==> config.mk <==
export PLATFORM = sky130hd
export DESIGN_NAME = mem_port_arbiter_flat
export DESIGN_NICKNAME = d
export VERILOG_FILES = /design/src/rtl/mem_port_arbiter_if.sv /design/src/rtl/mem_port_arbiter.sv /design/src/flat_wrapper.sv
export SDC_FILE = /design/constraint.sdc
export NUM_CORES = 1
export LEC_CHECK = 0
export ABC_CLOCK_PERIOD_IN_PS = 4100
export CORE_AREA = 2 2 109 111
export CTS_CLUSTER_SIZE = 16
export DETAILED_ROUTE_END_ITERATION = 6
export DIE_AREA = 0 0 111 113
export GPL_TIMING_DRIVEN = 0
export PLACE_DENSITY = 0.57
export SLEW_MARGIN = 20
export SYNTH_ARGS = -nofsm -noshare
export SYNTH_HDL_FRONTEND = slang
export SYNTH_SLANG_ARGS = --single-unit
export TNS_END_PERCENT = 10
==> constraint.sdc <==
create_clock -name clk -period 4.1 [get_ports clk]
set_input_delay 0.615 -clock clk [delete_from_list [all_inputs] [get_ports clk]]
set_output_delay 0.615 -clock clk [all_outputs]
set_load 0.05 [all_outputs]
==> src/rtl/mem_port_arbiter_if.sv <==
// mem_port_arbiter_if: pipeline-side (IF, LS) and memory-side handshakes of mem_port_arbiter.
// The slave modport is the arbiter's view; master is the view of whatever surrounds it.
interface mem_port_arbiter_if #(
    parameter int unsigned ADDR_WIDTH = 32,
    parameter int unsigned DATA_WIDTH = 32
);
    localparam int unsigned BE_WIDTH = DATA_WIDTH / 8;

    // Instruction fetch
    logic                  if_req;
    logic [ADDR_WIDTH-1:0] if_addr;
    logic                  if_flush;
    logic                  if_gnt;
    logic                  if_rvalid;
    logic [DATA_WIDTH-1:0] if_rdata;

    // Load/store
    logic                  ls_req;
    logic                  ls_we;
    logic [ADDR_WIDTH-1:0] ls_addr;
    logic [DATA_WIDTH-1:0] ls_wdata;
    logic [BE_WIDTH-1:0]   ls_be;
    logic                  ls_gnt;
    logic                  ls_rvalid;
    logic [DATA_WIDTH-1:0] ls_rdata;

    // Unified memory port
    logic                  mem_req;
    logic                  mem_we;
    logic [ADDR_WIDTH-1:0] mem_addr;
    logic [DATA_WIDTH-1:0] mem_wdata;
    logic [BE_WIDTH-1:0]   mem_be;
    logic                  mem_gnt;
    logic                  mem_rvalid;
    logic [DATA_WIDTH-1:0] mem_rdata;

    modport slave (
        input  if_req, if_addr, if_flush,
        input  ls_req, ls_we, ls_addr, ls_wdata, ls_be,
        input  mem_gnt, mem_rvalid, mem_rdata,
        output if_gnt, if_rvalid, if_rdata,
        output ls_gnt, ls_rvalid, ls_rdata,
        output mem_req, mem_we, mem_addr, mem_wdata, mem_be
    );

    modport master (
        output if_req, if_addr, if_flush,
        output ls_req, ls_we, ls_addr, ls_wdata, ls_be,
        output mem_gnt, mem_rvalid, mem_rdata,
        input  if_gnt, if_rvalid, if_rdata,
        input  ls_gnt, ls_rvalid, ls_rdata,
        input  mem_req, mem_we, mem_addr, mem_wdata, mem_be
    );
endinterface

==> src/rtl/mem_port_arbiter.sv <==
// mem_port_arbiter: shares one memory port between instruction fetch and load/store.
// One transaction outstanding at a time, LS has priority over IF, an in-flight fetch can be
// squashed by if_flush. Define MEM_ARB_FAIRNESS_EN to let IF win after STARVE_MAX consecutive
// LS grants taken while IF was waiting.
module mem_port_arbiter #(
    parameter int unsigned ADDR_WIDTH = 32,
    parameter int unsigned DATA_WIDTH = 32,
    parameter int unsigned STARVE_MAX = 4
) (
    input logic                clk,
    input logic                reset_n,
    mem_port_arbiter_if.slave  bus
);
    localparam int unsigned BE_WIDTH = DATA_WIDTH / 8;

    if (DATA_WIDTH % 8 != 0) begin : g_bad_data_width
        $error("DATA_WIDTH must be a multiple of 8");
    end
    if (STARVE_MAX < 1 || STARVE_MAX > 15) begin : g_bad_starve_max
        $error("STARVE_MAX must be in 1..15");
    end

    typedef enum logic [1:0] {StIdle, StReq, StWait} state_e;
    typedef enum logic {OwnIf, OwnLs} owner_e;

    state_e state_q, state_d;
    owner_e owner_q, owner_d;
    logic   drop_q, drop_d;

    owner_e cur_owner;  // owner this cycle: live winner in StIdle, locked owner otherwise
    logic   req_valid;  // a request is presented to memory (before reset gating)
    logic   rsp;        // memory response consumed this cycle
    logic   gnt;
    logic   if_active;  // an IF transaction is presented or outstanding
    logic   starved;

`ifdef MEM_ARB_FAIRNESS_EN
    localparam logic [3:0] StarveMax = 4'(STARVE_MAX);

    logic [3:0] starve_q, starve_d;

    assign starved = bus.if_req & (starve_q >= StarveMax);

    // Count LS grants taken while IF waits; saturate so a late if_req cannot wrap it.
    always_comb begin
        starve_d = starve_q;
        if (bus.ls_gnt) begin
            if (bus.if_req) begin
                starve_d = (starve_q == 4'hf) ? starve_q : starve_q + 4'd1;
            end else begin
                starve_d = '0;
            end
        end else if (bus.if_gnt) begin
            starve_d = '0;
        end
    end

    // Starvation counter register
    always_ff @(posedge clk) begin
        if (!reset_n) begin
            starve_q <= '0;
        end else begin
            starve_q <= starve_d;
        end
    end
`else
    assign starved = 1'b0;
`endif

    // Arbitration and transaction sequencing
    always_comb begin
        state_d   = state_q;
        owner_d   = owner_q;
        cur_owner = owner_q;
        req_valid = 1'b0;
        rsp       = 1'b0;
        unique case (state_q)
            StIdle: begin
                if (bus.ls_req && !starved) begin
                    cur_owner = OwnLs;
                    req_valid = 1'b1;
                end else if (bus.if_req) begin
                    cur_owner = OwnIf;
                    req_valid = 1'b1;
                end
                if (req_valid) begin
                    owner_d = cur_owner;
                    state_d = bus.mem_gnt ? StWait : StReq;
                end
            end
            StReq: begin
                req_valid = 1'b1;
                if (bus.mem_gnt) begin
                    state_d = StWait;
                end
            end
            StWait: begin
                rsp = bus.mem_rvalid;
                if (bus.mem_rvalid) begin
                    state_d = StIdle;
                end
            end
            default: state_d = StIdle;
        endcase
    end

    assign if_active = (req_valid | (state_q == StWait)) & (cur_owner == OwnIf);

    // Drop flag: a flush anywhere in an IF transaction's life squashes its response
    always_comb begin
        drop_d = drop_q;
        if (bus.if_flush && if_active) begin
            drop_d = 1'b1;
        end
        if (rsp && cur_owner == OwnIf) begin
            drop_d = 1'b0;
        end
    end

    // State, owner and drop flag registers
    always_ff @(posedge clk) begin
        if (!reset_n) begin
            state_q <= StIdle;
            owner_q <= OwnIf;
            drop_q  <= 1'b0;
        end else begin
            state_q <= state_d;
            owner_q <= owner_d;
            drop_q  <= drop_d;
        end
    end

    // Handshake outputs are forced low while reset is held
    assign gnt           = reset_n & req_valid & bus.mem_gnt;
    assign bus.mem_req   = reset_n & req_valid;
    assign bus.if_gnt    = gnt & (cur_owner == OwnIf);
    assign bus.ls_gnt    = gnt & (cur_owner == OwnLs);
    assign bus.ls_rvalid = reset_n & rsp & (cur_owner == OwnLs);
    // A flush arriving in the response cycle squashes that same response
    assign bus.if_rvalid = reset_n & rsp & (cur_owner == OwnIf) & ~drop_q & ~bus.if_flush;

    assign bus.if_rdata  = bus.mem_rdata;
    assign bus.ls_rdata  = bus.mem_rdata;

    // Memory request fields muxed from the current owner
    always_comb begin
        if (cur_owner == OwnLs) begin
            bus.mem_we    = bus.ls_we;
            bus.mem_addr  = bus.ls_addr;
            bus.mem_wdata = bus.ls_wdata;
            bus.mem_be    = bus.ls_be;
        end else begin
            bus.mem_we    = 1'b0;
            bus.mem_addr  = bus.if_addr;
            bus.mem_wdata = '0;
            bus.mem_be    = {BE_WIDTH{1'b1}};
        end
    end

    // Keep widths of the interface and module parameters tied together
    logic [ADDR_WIDTH-1:0] unused_addr_chk;
    assign unused_addr_chk = bus.mem_addr;
endmodule
==> src/flat_wrapper.sv <==
// flat-port wrapper written by rule: the top's interface ports become plain ports
module mem_port_arbiter_flat 
#(
    parameter int unsigned ADDR_WIDTH = 32,
    parameter int unsigned DATA_WIDTH = 32,
    parameter int unsigned STARVE_MAX = 4
)
  (clk, reset_n, bus_if_req, bus_if_addr, bus_if_flush, bus_ls_req, bus_ls_we, bus_ls_addr, bus_ls_wdata, bus_ls_be, bus_mem_gnt, bus_mem_rvalid, bus_mem_rdata, bus_if_gnt, bus_if_rvalid, bus_if_rdata, bus_ls_gnt, bus_ls_rvalid, bus_ls_rdata, bus_mem_req, bus_mem_we, bus_mem_addr, bus_mem_wdata, bus_mem_be);
  mem_port_arbiter_if #(.ADDR_WIDTH(ADDR_WIDTH), .DATA_WIDTH(DATA_WIDTH)) bus_i ();
  input logic clk;
  input logic reset_n;
  input wire logic [$bits(bus_i.if_req)-1:0] bus_if_req;
  input wire logic [$bits(bus_i.if_addr)-1:0] bus_if_addr;
  input wire logic [$bits(bus_i.if_flush)-1:0] bus_if_flush;
  input wire logic [$bits(bus_i.ls_req)-1:0] bus_ls_req;
  input wire logic [$bits(bus_i.ls_we)-1:0] bus_ls_we;
  input wire logic [$bits(bus_i.ls_addr)-1:0] bus_ls_addr;
  input wire logic [$bits(bus_i.ls_wdata)-1:0] bus_ls_wdata;
  input wire logic [$bits(bus_i.ls_be)-1:0] bus_ls_be;
  input wire logic [$bits(bus_i.mem_gnt)-1:0] bus_mem_gnt;
  input wire logic [$bits(bus_i.mem_rvalid)-1:0] bus_mem_rvalid;
  input wire logic [$bits(bus_i.mem_rdata)-1:0] bus_mem_rdata;
  output wire logic [$bits(bus_i.if_gnt)-1:0] bus_if_gnt;
  output wire logic [$bits(bus_i.if_rvalid)-1:0] bus_if_rvalid;
  output wire logic [$bits(bus_i.if_rdata)-1:0] bus_if_rdata;
  output wire logic [$bits(bus_i.ls_gnt)-1:0] bus_ls_gnt;
  output wire logic [$bits(bus_i.ls_rvalid)-1:0] bus_ls_rvalid;
  output wire logic [$bits(bus_i.ls_rdata)-1:0] bus_ls_rdata;
  output wire logic [$bits(bus_i.mem_req)-1:0] bus_mem_req;
  output wire logic [$bits(bus_i.mem_we)-1:0] bus_mem_we;
  output wire logic [$bits(bus_i.mem_addr)-1:0] bus_mem_addr;
  output wire logic [$bits(bus_i.mem_wdata)-1:0] bus_mem_wdata;
  output wire logic [$bits(bus_i.mem_be)-1:0] bus_mem_be;
  assign bus_i.if_req = bus_if_req;
  assign bus_i.if_addr = bus_if_addr;
  assign bus_i.if_flush = bus_if_flush;
  assign bus_i.ls_req = bus_ls_req;
  assign bus_i.ls_we = bus_ls_we;
  assign bus_i.ls_addr = bus_ls_addr;
  assign bus_i.ls_wdata = bus_ls_wdata;
  assign bus_i.ls_be = bus_ls_be;
  assign bus_i.mem_gnt = bus_mem_gnt;
  assign bus_i.mem_rvalid = bus_mem_rvalid;
  assign bus_i.mem_rdata = bus_mem_rdata;
  assign bus_if_gnt = bus_i.if_gnt;
  assign bus_if_rvalid = bus_i.if_rvalid;
  assign bus_if_rdata = bus_i.if_rdata;
  assign bus_ls_gnt = bus_i.ls_gnt;
  assign bus_ls_rvalid = bus_i.ls_rvalid;
  assign bus_ls_rdata = bus_i.ls_rdata;
  assign bus_mem_req = bus_i.mem_req;
  assign bus_mem_we = bus_i.mem_we;
  assign bus_mem_addr = bus_i.mem_addr;
  assign bus_mem_wdata = bus_i.mem_wdata;
  assign bus_mem_be = bus_i.mem_be;
  mem_port_arbiter #(.ADDR_WIDTH(ADDR_WIDTH), .DATA_WIDTH(DATA_WIDTH), .STARVE_MAX(STARVE_MAX)) u_core (.clk(clk), .reset_n(reset_n), .bus(bus_i));
endmodule
==> metrics.cfg, run 1 <==
[job]
maxCapViolations = 0

[clock_network]
root_buffer = clkbuf_16
clk_pin_slew_worst_paths_ps = 30
cts_resized = 0
cts_buffer_depth = 2
cts_tree = built
cts_sinks = 4
cts_hold_buf = 0
postCtsSetupRepairBufs = 0
htree_levels = 1
insertion_delay_ps = 230
cts-buffers-inserted = 3

[run_status]
status = finished, final reports clean

[sta]
finClkSkew_ps = 1.32
worst_pin_slew_ps = 538
timing.final.crit_period_ps = 3700
setup_tns_ps = 0
fin_crit_sh_pct = 90.1
whs_ps = 553
rsz0062_at_grt = false
slew_headroom_pct = 64.0
setup_viol = 0
slew_viol_final = 0
max_freq_mhz = 271
hold_viol = 0
finalWorstSetupSlack_ps = 404

[placed_design]
place_area_mm2 = 0.00400
port_buffers = 245
dp_cells = 554
dp_slack_ps = 352
place_congestion = 0.796
dp_hpwl_um = 5980

[floorplanning]
start_util_pct = 12.2
die_area_mm2 = 0.0125
die_w_um = 111
io_pins = 278
die_height_um = 113
fp.coreArea_mm2 = 0.0113
placementRows = 39

[global_route]
global_route.usage.total_pct = 9.43
gr-total-overflow = 0
antenna_found_initial = 0
grt_max_degree = 11
grt_pass1_vias = 2039
grt_pass1_wl_um = 9880

[route]
wirelength_um = 6630
wl_per_cell_um = 11.9
num_vias = 1993
viasPerCell = 3.58
ant_nets = 0
drt_iter0_markers = 27
drcViolationCount = 0
dr.pass1.iters = 2

[worst_setup_path]
crit_fanout = 10
start_kind = input port
endpoint_kind = primary output
worstPathArrival_ps = 3080
worstSetupPathType = in2out
r2r_cells = 5
required_ps = 3480

[pwr]
p_per_area_mw_per_mm2 = 255
totalPowerFinal_mw = 1.04
irDropWorstVdd_v = 0.000201
p_leak_nw = 1.62

[yosys]
synthCells = 166
yosysTopAreaCell = buf_4
synth_top_area_share_pct = 35.6
syn_nets = 306
ys_seq_elements = 4
syn_avg_cell_area_um2 = 8.26
synth_warnings = 0
syn_area_mm2 = 0.00137
netlist_top_cells_area = buf_4 (36%), nor2b_1 (17%), mux2_1 (15%)
seq_area_frac_synth_pct = 5.84
netlist-cell-type-count = 21

[layout]
nets = 556
layout-area-overhead-vs-synth_pct = 197
final_common_cell = clkdlybuf4s50_1
drive_gt1_share_pct = 22.9
layoutNonFillerInstCount = 557
design_area_mm2 = 0.00408
post-route-util_pct = 36.2
layout_common_cells = clkdlybuf4s50_1 (245), buf_4 (65), nor2b_1 (37)
antenna_cells = 0

[hold_path]
hold_depth = 1
hold_class = reg2reg

layer usage:
metal	vias up	GRT usage, %	routed length (um)
li1	976	-	-
met1	857	9.40	2260
met2	154	19.1	3580
met3	6	2.89	746
met4	0	1.92	43
met5	-	0	0
worst paths after layout:
path	startpoint	slack (ps)	end
worst max register to register	u_core.state_q[1]	2530	u_core.owner_q
worst min register to register	u_core.drop_q	550	u_core.drop_q
worst max-delay path	bus_if_req	400	bus_if_rvalid
worst min-delay path	u_core.drop_q	550	u_core.drop_q
cells in the mapped netlist:
cell	count
nor3_1	1
mux2_2	14
nor4b_2	1
a22oi_2	1
or2_2	4
mux2_1	18
and3_1	1
nand3_1	1
dfxtp_1	4
buf_4	65
o21a_1	1
o311a_1	1
buf_6	3
xnor2_1	1
nor2_1	2
and3b_1	1
nor2b_1	37
nand3b_1	1
or3b_1	1
nor3b_1	4
buf_2	4
report_power, final:
group | switching [mW] | internal, mW
clock network | 0.0299 | 0.125
registers | 0.00371 | 0.0425
logic | 0.485 | 0.355
total | 0.519 | 0.523
worst max-delay path: stages:
cell             delay (ps)
clkdlybuf4s50_1         470
or3b_1                  390
a22oi_2                 180
buf_6                   190
buf_6                   160
nor4b_2                 220
clkdlybuf4s50_1         860
logic make-up after synthesis:
| family | share of synthesized area [%] |
|---|---|
| flip-flops | 5.84 |
| buffers and inverters | 39.5 |
| multiplexers | 26.3 |
| AND/OR/NAND/NOR | 25.5 |
| AO/OA/AOI/OAI | 2.19 |
| XOR/XNOR | 0.639 |
state kept, by name, summed over array words and instances, names as in the netlist:
register and flops:
u_core.drop_q 1, u_core.state_q 2, u_core.owner_q 1
cell type report:
type / count / area [um2]
flip-flops and latches: 4 / 80.1
clock buffers: 3 / 75.1
plain buffers: 72 / 542
multi-input cells: 90 / 749
fillers: 1153 / 7190
well taps: 143 / 179
repair buffers: 245 / 2450
(Power assumes the default switching activity.)
==> inputs of run 2 (changes only) <==
--- a/config.mk
+++ b/config.mk
@@ -12,7 +12,7 @@
 export DIE_AREA = 0 0 111 113
 export GPL_TIMING_DRIVEN = 0
 export PLACE_DENSITY = 0.57
-export SLEW_MARGIN = 20
+export SLEW_MARGIN = 15
 export SYNTH_ARGS = -nofsm -noshare
 export SYNTH_HDL_FRONTEND = slang
 export SYNTH_SLANG_ARGS = --single-unit
==> results of run 2 <==
Final layout, timing and power as in run 1 (identical DEF).
==> inputs of run 3 (changes only) <==
--- a/config.mk
+++ b/config.mk
@@ -7,6 +7,7 @@
 export LEC_CHECK = 0
 export ABC_CLOCK_PERIOD_IN_PS = 4100
 export CORE_AREA = 2 2 109 111
+export CTS_BUF_LIST = sky130_fd_sc_hd__clkbuf_4
 export CTS_CLUSTER_SIZE = 16
 export DETAILED_ROUTE_END_ITERATION = 6
 export DIE_AREA = 0 0 111 113
==> metrics.cfg, run 3 (same netlist as run 1, synthesis figures left out) <==
[run_status]
status = finished, final reports clean

[sta]
fin_crit_sh_pct = 90.1
max_freq_mhz = 271
setup_viol = 0
rsz0062_at_grt = false
hold_viol = 0
setup_tns_ps = 0
slew_viol_final = 0
finClkSkew_ps = 2.66
slew_headroom_pct = 64.0
worst_pin_slew_ps = 538
timing.final.crit_period_ps = 3700
finalWorstSetupSlack_ps = 404

[pwr]
totalPowerFinal_mw = 0.935
irDropWorstVdd_v = 0.000114
p_per_area_mw_per_mm2 = 232
p_leak_nw = 1.60

[layout]
multiInputGateArea_um2 = 749
seqCellArea_um2 = 80.1
nets = 556
layout_common_cells = clkdlybuf4s50_1 (245), buf_4 (65), nor2b_1 (37)
final_common_cell = clkdlybuf4s50_1
layout-area-overhead-vs-synth_pct = 194
fillers = 1162
largest_register_ffs = 2
reg.largest.list = u_core.state_q (2), u_core.drop_q (1), u_core.owner_q (1)
drive_gt1_share_pct = 22.9
largest-register = u_core.state_q
post-route-util_pct = 35.7
antenna_cells = 0
design_area_mm2 = 0.00403

[worst_setup_path]
worstPathArrival_ps = 3080
worstSetupPathType = in2out
endpoint_kind = primary output
start_kind = input port
required_ps = 3480
crit_fanout = 10

[placed_design]
dp_slack_ps = 352
place_congestion = 0.796
port_buffers = 245
place_area_mm2 = 0.00400
dp_hpwl_um = 5980

[floorplanning]
io_pins = 278
die_w_um = 111
die_height_um = 113
start_util_pct = 12.2
die_area_mm2 = 0.0125
placementRows = 39
fp.coreArea_mm2 = 0.0113

[route]
drcViolationCount = 0
drt_iter0_markers = 26
viasPerCell = 3.54
dr.pass1.iters = 3
wl_per_cell_um = 11.7
ant_nets = 0
wirelength_um = 6540
num_vias = 1974

[global_route]
grt_max_degree = 11
global_route.usage.total_pct = 9.23
grt_pass1_wl_um = 9690
antenna_found_initial = 0
gr-total-overflow = 0
grt_pass1_vias = 2006

[clock_network]
htree_levels = 1
cts_sinks = 4
cts_resized = 0
root_buffer = clkbuf_4
insertion_delay_ps = 240
cts_hold_buf = 0
cts_tree = built
cts-buffers-inserted = 3
cts_buffer_depth = 2
postCtsSetupRepairBufs = 0
clk_pin_slew_worst_paths_ps = 40

[job]
maxCapViolations = 0

[hold_path]
hold_class = reg2reg

==> run 3: changes by cell type in the layout (fill, tap and decap cells not counted) <==
cell       before  now
clkbuf_16       3    0
clkbuf_4        0    3
==> run 3: power by group <==
part / switching [mW] / internal [mW]
sequential: 0.00343 / 0.0425
combinational: 0.485 / 0.355
clock: 0.0160 / 0.0327
==> run 3: area by class of cell <==
cell class	instances	share of cell area, %
Tap cell	143	4.45
Sequential cell	4	1.99
Clock buffer	3	0.560
Timing Repair Buffer	245	60.9
Multi-Input combinational cell	90	18.6
Buffer	72	13.5
==> run 3: final timing paths <==
check,from,to,slack (ps),cells after the start
min reg2reg,u_core.drop_q,u_core.drop_q,530,1
min,u_core.drop_q,u_core.drop_q,530,1
max reg2reg,u_core.state_q[1],u_core.owner_q,2550,5
max,bus_if_req,bus_if_rvalid,400,7
==> run 3: critical path, stage by stage <==
cell and delay (ps):
clkdlybuf4s50_1 470, or3b_1 390, a22oi_2 180, buf_6 190
buf_6 160, nor4b_2 220, clkdlybuf4s50_1 860
==> run 3: through the flow <==
stage	hold WS, ps	std cells
2_1_floorplan	504	166
3_3_place_gp	521	554
3_5_place_dp	527	554
4_1_cts	536	557
5_1_grt	557	557
6_report	533	557
==> run 3: routing by layer <==
metal | track usage [%] | up-vias | wire length, um
met2 | 18.9 | 153 | 3530
li1 | - | 974 | -
met3 | 2.73 | 6 | 738
met4 | 1.67 | 0 | 40
met1 | 9.21 | 841 | 2230
met5 | 0 | - | 0
